$ cat src/rtl/cpu_pkg.sv
// rtl/cpu_pkg.sv - shared opcode, dispatch-state and instruction-entry types
package cpu_pkg;

   typedef enum logic [1:0] {
      OP_LOAD = 2'b00,
      OP_MOVE = 2'b01,
      OP_ADD  = 2'b10,
      OP_SUB  = 2'b11
   } opcode_e;

   typedef enum logic [1:0] {
      ST_IDLE  = 2'd0,
      ST_ISSUE = 2'd1,
      ST_WAIT  = 2'd2,
      ST_HALT  = 2'd3
   } disp_state_e;

   // Instruction fields of a queue entry; the N-bit load value is appended by the user.
   typedef struct packed {
      opcode_e    f;
      logic [1:0] rx;
      logic [1:0] ry;
   } instr_hdr_t;

   localparam int HDR_W = $bits(instr_hdr_t);

endpackage

$ cat src/rtl/fifo_n.sv
// rtl/fifo_n.sv - synchronous FIFO with wrap-bit pointers and show-ahead read
module fifo_n #(
   parameter int WIDTH = 8,
   parameter int DEPTH = 4
) (
   input  logic             clock,
   input  logic             reset,
   input  logic             push_i,
   input  logic             pop_i,
   input  logic [WIDTH-1:0] wdata_i,
   output logic [WIDTH-1:0] rdata_o,
   output logic             full_o,
   output logic             empty_o
);

   localparam int AW = $clog2(DEPTH);

   logic [WIDTH-1:0] mem_q [DEPTH];
   logic [AW:0]      wr_ptr_q;
   logic [AW:0]      rd_ptr_q;
   logic             do_push;
   logic             do_pop;

   assign empty_o = (wr_ptr_q == rd_ptr_q);
   assign full_o  = (wr_ptr_q[AW] != rd_ptr_q[AW]) &&
                    (wr_ptr_q[AW-1:0] == rd_ptr_q[AW-1:0]);
   assign do_push = push_i && !full_o;
   assign do_pop  = pop_i && !empty_o;
   assign rdata_o = mem_q[rd_ptr_q[AW-1:0]];

   always_ff @(posedge clock) begin
      if (reset) begin
         wr_ptr_q <= '0;
         rd_ptr_q <= '0;
      end else begin
         if (do_push) wr_ptr_q <= wr_ptr_q + 1'b1;
         if (do_pop)  rd_ptr_q <= rd_ptr_q + 1'b1;
      end
   end

   // Storage carries no reset; an emptied queue never exposes stale entries.
   always_ff @(posedge clock) begin
      if (!reset && do_push) mem_q[wr_ptr_q[AW-1:0]] <= wdata_i;
   end

endmodule

$ cat src/rtl/cpu_dispatch_n.sv
// rtl/cpu_dispatch_n.sv - queued instruction dispatcher with issue strobe and timeout
module cpu_dispatch_n
   import cpu_pkg::*;
#(
   parameter int N     = 4,
   parameter int DEPTH = 4,
   parameter int TMO   = 7
) (
   input  logic         clock,
   input  logic         reset,
   input  logic         in_valid,
   output logic         in_ready,
   input  logic [1:0]   in_f,
   input  logic [1:0]   in_rx,
   input  logic [1:0]   in_ry,
   input  logic [N-1:0] in_data,
   input  logic         done,
   output logic         w,
   output logic [1:0]   F,
   output logic [1:0]   Rx,
   output logic [1:0]   Ry,
   output logic [N-1:0] data,
   output logic         busy,
   output logic [7:0]   retired,
   output logic         timeout_err
);

   localparam int EW = HDR_W + N;
   localparam int CW = $clog2(TMO + 1);

   disp_state_e    state_q, state_d;
   instr_hdr_t     hold_hdr_q, hold_hdr_d;
   logic [N-1:0]   hold_data_q, hold_data_d;
   logic           w_q, w_d;
   logic [CW-1:0]  cnt_q, cnt_d;
   logic [7:0]     retired_q, retired_d;
   logic           tmo_q, tmo_d;

   logic           q_full;
   logic           q_empty;
   logic           q_pop;
   logic [EW-1:0]  q_wdata;
   logic [EW-1:0]  q_rdata;
   instr_hdr_t     head_hdr;
   logic [N-1:0]   head_data;
   logic [CW-1:0]  cnt_inc;

   assign q_wdata   = {in_f, in_rx, in_ry, in_data};
   assign head_hdr  = instr_hdr_t'(q_rdata[EW-1:N]);
   assign head_data = q_rdata[N-1:0];
   assign cnt_inc   = cnt_q + 1'b1;

   fifo_n #(
      .WIDTH (EW),
      .DEPTH (DEPTH)
   ) u_queue (
      .clock   (clock),
      .reset   (reset),
      .push_i  (in_valid),
      .pop_i   (q_pop),
      .wdata_i (q_wdata),
      .rdata_o (q_rdata),
      .full_o  (q_full),
      .empty_o (q_empty)
   );

   always_comb begin
      state_d     = state_q;
      hold_hdr_d  = hold_hdr_q;
      hold_data_d = hold_data_q;
      w_d         = 1'b0;
      cnt_d       = cnt_q;
      retired_d   = retired_q;
      tmo_d       = tmo_q;
      q_pop       = 1'b0;
      case (state_q)
         ST_IDLE: begin
            if (!q_empty) begin
               q_pop       = 1'b1;
               hold_hdr_d  = head_hdr;
               hold_data_d = head_data;
               w_d         = 1'b1;
               state_d     = ST_ISSUE;
            end
         end
         ST_ISSUE: begin
            cnt_d   = '0;
            state_d = ST_WAIT;
         end
         ST_WAIT: begin
            // done wins over timeout on the last permitted WAIT cycle.
            if (done) begin
               retired_d = retired_q + 8'd1;
               cnt_d     = '0;
               state_d   = ST_IDLE;
            end else if (cnt_inc == CW'(TMO)) begin
               cnt_d   = cnt_inc;
               tmo_d   = 1'b1;
               state_d = ST_HALT;
            end else begin
               cnt_d = cnt_inc;
            end
         end
         ST_HALT: begin
            state_d = ST_HALT;
         end
         default: begin
            state_d = ST_IDLE;
         end
      endcase
   end

   always_ff @(posedge clock) begin
      if (reset) begin
         state_q     <= ST_IDLE;
         hold_hdr_q  <= '0;
         hold_data_q <= '0;
         w_q         <= 1'b0;
         cnt_q       <= '0;
         retired_q   <= '0;
         tmo_q       <= 1'b0;
      end else begin
         state_q     <= state_d;
         hold_hdr_q  <= hold_hdr_d;
         hold_data_q <= hold_data_d;
         w_q         <= w_d;
         cnt_q       <= cnt_d;
         retired_q   <= retired_d;
         tmo_q       <= tmo_d;
      end
   end

   assign in_ready    = !q_full;
   assign w           = w_q;
   assign F           = hold_hdr_q.f;
   assign Rx          = hold_hdr_q.rx;
   assign Ry          = hold_hdr_q.ry;
   assign data        = hold_data_q;
   assign busy        = (state_q != ST_IDLE) || !q_empty;
   assign retired     = retired_q;
   assign timeout_err = tmo_q;

endmodule

$ cat config.mk
export PLATFORM = sky130hd
export DESIGN_NAME = cpu_dispatch_n
export DESIGN_NICKNAME = d
export VERILOG_FILES = /design/src/rtl/cpu_pkg.sv /design/src/rtl/fifo_n.sv /design/src/rtl/cpu_dispatch_n.sv
export SDC_FILE = /design/constraint.sdc
export NUM_CORES = 1
export LEC_CHECK = 0
export ABC_AREA = 1
export CAP_MARGIN = 10
export CORE_MARGIN = 5
export CORE_UTILIZATION = 52
export CTS_BUF_LIST = sky130_fd_sc_hd__clkbuf_4 sky130_fd_sc_hd__clkbuf_8
export DETAILED_ROUTE_END_ITERATION = 16
export PLACE_DENSITY = 0.81
export SLEW_MARGIN = 40
export SYNTH_ARGS = -nofsm -noshare
export SYNTH_HDL_FRONTEND = slang
export SYNTH_SLANG_ARGS = --single-unit
export TNS_END_PERCENT = 20
$ cat constraint.sdc
create_clock -name clock -period 1.76 [get_ports clock]
set_input_delay 0.44 -clock clock [delete_from_list [all_inputs] [get_ports clock]]
set_output_delay 0.44 -clock clock [all_outputs]
set_load 0.01 [all_outputs]
==> results.tsv <==
stage	metric	value	unit
placed_design	GP Congestion	0.814	
power	sequential power share	37.9	%
placed_design	DPL Wire Length	4400	µm
synth	synthesized instance count	332	
power	Combinational Power Share	29.5	%
global_routing	vias in the first global route	2264	
sta	final hold vios	0	
detailed_routing	DRT iter0 DRCs	164	
cells_and_area	ANT cells	0	
sta	Post-Route Setup TNS	0	ns
synth	Post-Synth Adder-Cell Area	4.92	%
sta	Final Setup Violations	0	
synth	Synth Area in XOR/XNOR	1.39	%
power	internal power	3780	µW
setup_path	CP max stage cell	clkdlybuf4s50_1	
synth	Seq/Total Area, Yosys	59.7	%
power	Net Sw Frac	29.9	%
cells_and_area	fin cells	469	
setup_path	Crit. path cell count	1	
detailed_routing	drt drc	0	
synth	compound-gate portion of the synthesized area	8.81	%
floorplan	core box area	0.00582	mm²
clock_tree	H-tree lvl count	3	
synth	Synth Flop Type	edfxtp_1	
clock_tree	worst skew pair latency	0.34	ns
cells_and_area	Util after Layout	67.1	%
floorplan	Rows	28	
sta	Max Slew Vio Count	0	
detailed_routing	First-pass DRT Iterations	4	
detailed_routing	Antenna Nets Post-Route	0	
cells_and_area	final instance area	0.00390	mm²
cells_and_area	layout cells sized above 1	14.5	%
min_path	Worst Hold Depth	2	
cells_and_area	area grow syn2layout	27.8	%
min_path	sink of the worst hold path	timeout_err	
setup_path	Crit Path Max Fanout	4	
synth	largest family of logic cells by synthesized area	simple AND/OR/NAND/NOR gates	
synth	post-synth cell types	25	
clock_tree	CTS tree	done	
synth	portion of netlist area occupied by mux cells	0	%
power	PwrDens	1380	mW/mm²
synth	Synth top cells by count	87 x nor2_1, 50 x nand2_1, 40 x edfxtp_1	
setup_path	capture point of the worst reg-to-reg path	retired[5]	
detailed_routing	routed wire length	6180	µm
placed_design	placed insts	450	
setup_path	crit end category	output port	
placed_design	dpl cell area	0.00358	mm²
synth	Mapped Avg Cell Area	9.20	µm²
floorplan	Initial Util	52.5	%
power	clock power share	32.6	%
synth	syn nets	358	
floorplan	Die ar.	0.00750	mm²
sta	Rel. slew slack	79.2	%
power	Peak VDD IR	827	µV
sta	slew of the pin with the lowest slew margin	0.311	ns
synth	top cells by area, synth	edfxtp_1 39%, dfxtp_1 20%, nor2_1 11%	
synth	mapped cell area	0.00305	mm²
global_routing	first-pass GRT wire length	10300	µm
global_routing	largest net degree at the start of global routing	24	
global_routing	initial antenna violation count	0	
power	Leakage	0.00162	µW
synth	synth warn	0	
cells_and_area	nets	415	
setup_path	FF-to-FF path depth	10	
status	status	completed	
synth	ys async rst share	0	%
clock_tree	Num CTS Buffers	9	
clock_tree	clock sink count	71	
synth	synthesized flop and latch total	71	
detailed_routing	DR vias/cell	4.97	
synth	Post-synth EDFFs	40	
setup_path	Top delay family on crit path	buffers and inverters	
setup_path	worst-path cell chain	clkdlybuf4s50_1	
setup_path	Worst path max stage delay	0.56	ns
setup_path	Critical R2R Launch	state_q[0]	
setup_path	r2r setup slk	0.17	ns
min_path	worst hold path type	flop to flop	
synth	Post-Synth Simple-Gate Area	19.6	%
global_routing	Overflow after GRT	0	
run	max_cap viols	0	
setup_path	WP data arrival	1.27	ns
floorplan	die height	86.6	µm
sta	Tmin final	1.71	ns
synth	cell taking the most area after synthesis	edfxtp_1	
sta	Tcrit/Tclk final	97.0	%
global_routing	GRT Util Overall	17.9	%
clock_tree	Clock Path Buffers	2	
setup_path	Setup Crit Path Kind	flop to output port	
sta	Max Clk Rate	586	MHz
sta	skew final	0.00855	ns
detailed_routing	routed wire length per instance	13.2	µm
floorplan	I/O Pins	36	
setup_path	WP buf/inv	1	
power	Sw Pwr	1610	µW
clock_tree	CTS clk-pin slew, worst paths	0.07	ns
setup_path	Req. time, crit path	1.32	ns
detailed_routing	routed via count	2333	
floorplan	Die Width	86.6	µm
clock_tree	Root Driver	clkbuf_8	
synth	most common cell in the synthesized netlist	nor2_1	
placed_design	# port buffers	35	
synth	share of the synthesized area in the top cell type	39.3	%
min_path	worst hold start	timeout_err	
sta	RSZ-0062 raised after global routing	no	
setup_path	Critical Path Start Type	flop	
power groups by stage:
stage	sequential (µW)	clock [µW]	combinational (µW)
after floorplan	2110	0	920
after global placement	2060	0	1510
after detailed placement	2070	0	1540
after CTS	2040	1780	1570
after global routing	2060	1870	1810
final	2040	1760	1590
area by class of cell:
class	instances	area, µm²
clock buffers	11	151
clock inverters	5	128
fillers	459	1910
inverters	31	120
multi-input cells	219	1060
flip-flops and latches	71	1830
well taps	75	93.8
repair buffers	56	507
repair inverters	1	7.51
kinds of logic (layout without fill, tap and decap cells):
kind of cell | Yosys count | in the layout
buf+inv | 42 | 104
xor+xnor | 4 | 4
simple gates | 150 | 150
compound gates | 53 | 53
flops | 71 | 71
fa+ha+maj | 12 | 12
metal layers:
metal | up-vias | share of wire [%] | track usage, %
li1 | 1196 | - | -
met1 | 1078 | 45 | 22.1
met2 | 48 | 48 | 30.3
met3 | 11 | 4.7 | 3.61
met4 | 0 | 1.9 | 8.07
met5 | - | 0 | 0
flip-flops by register name, indices dropped and copies added (netlist names):
name	flops
data	4
w	1
Rx	2
timeout_err	1
u_queue.wr_ptr_q	3
u_queue.mem_q	40
F	2
state_q	2
cnt_q	3
u_queue.rd_ptr_q	3
Ry	2
retired	8
repair_timing:
| item | 4_1_cts | 5_1_grt |
|---|---|---|
| setup buffers | 1 | 1 |
| endpoints found under the setup margin | 4 | 16 |
| resized for setup | 12 | 11 |
| hold buffers | 0 | 0 |
| cloned | 0 | 1 |
| pin swaps | 1 | 1 |
how the worst max path moves through the flow:
stage,startpoint,to,slack (ns)
CTS,u_queue.rd_ptr_q[0],busy,-0.008
global placement,in_valid,u_queue.mem_q[3][2],-0.04
floorplan,u_queue.wr_ptr_q[1],u_queue.mem_q[0][0],-0.04
detailed placement,in_valid,u_queue.mem_q[1][5],-0.08
global route,retired[6],retired[6],0.0008
finish,retired[6],retired[6],0.05
through the flow:
stage	hold WS, ns	worst slack [ns]	total power, µW
6_report	0.479	0.0524	5400
5_1_grt	0.519	0.000849	5740
4_1_cts	0.483	-0.00829	5390
3_5_place_dp	0.465	-0.0761	3610
3_3_place_gp	0.452	-0.0407	3570
2_1_floorplan	0.455	-0.0434	3030
cells in the final DEF (no fill, tap or decap), types with 2 or more instances in the layout:
cell             instances
nand2_2                  2
inv_1                   29
nand2_1                 49
nand3_2                  2
clkinvlp_4               3
dfxtp_1                 22
a21oi_1                 12
o21ai_0                 30
clkbuf_8                11
nand3_1                  5
buf_4                   20
ha_1                    12
edfxtp_1                40
nor2_1                  87
xor2_1                   3
o21ai_1                  9
dfxtp_2                  9
clkdlybuf4s50_1         31
bufinv_16                4
nand4_1                  3
dlymetal6s2s_1           2
No activity file was read; power rests on OpenSTA's default activity.
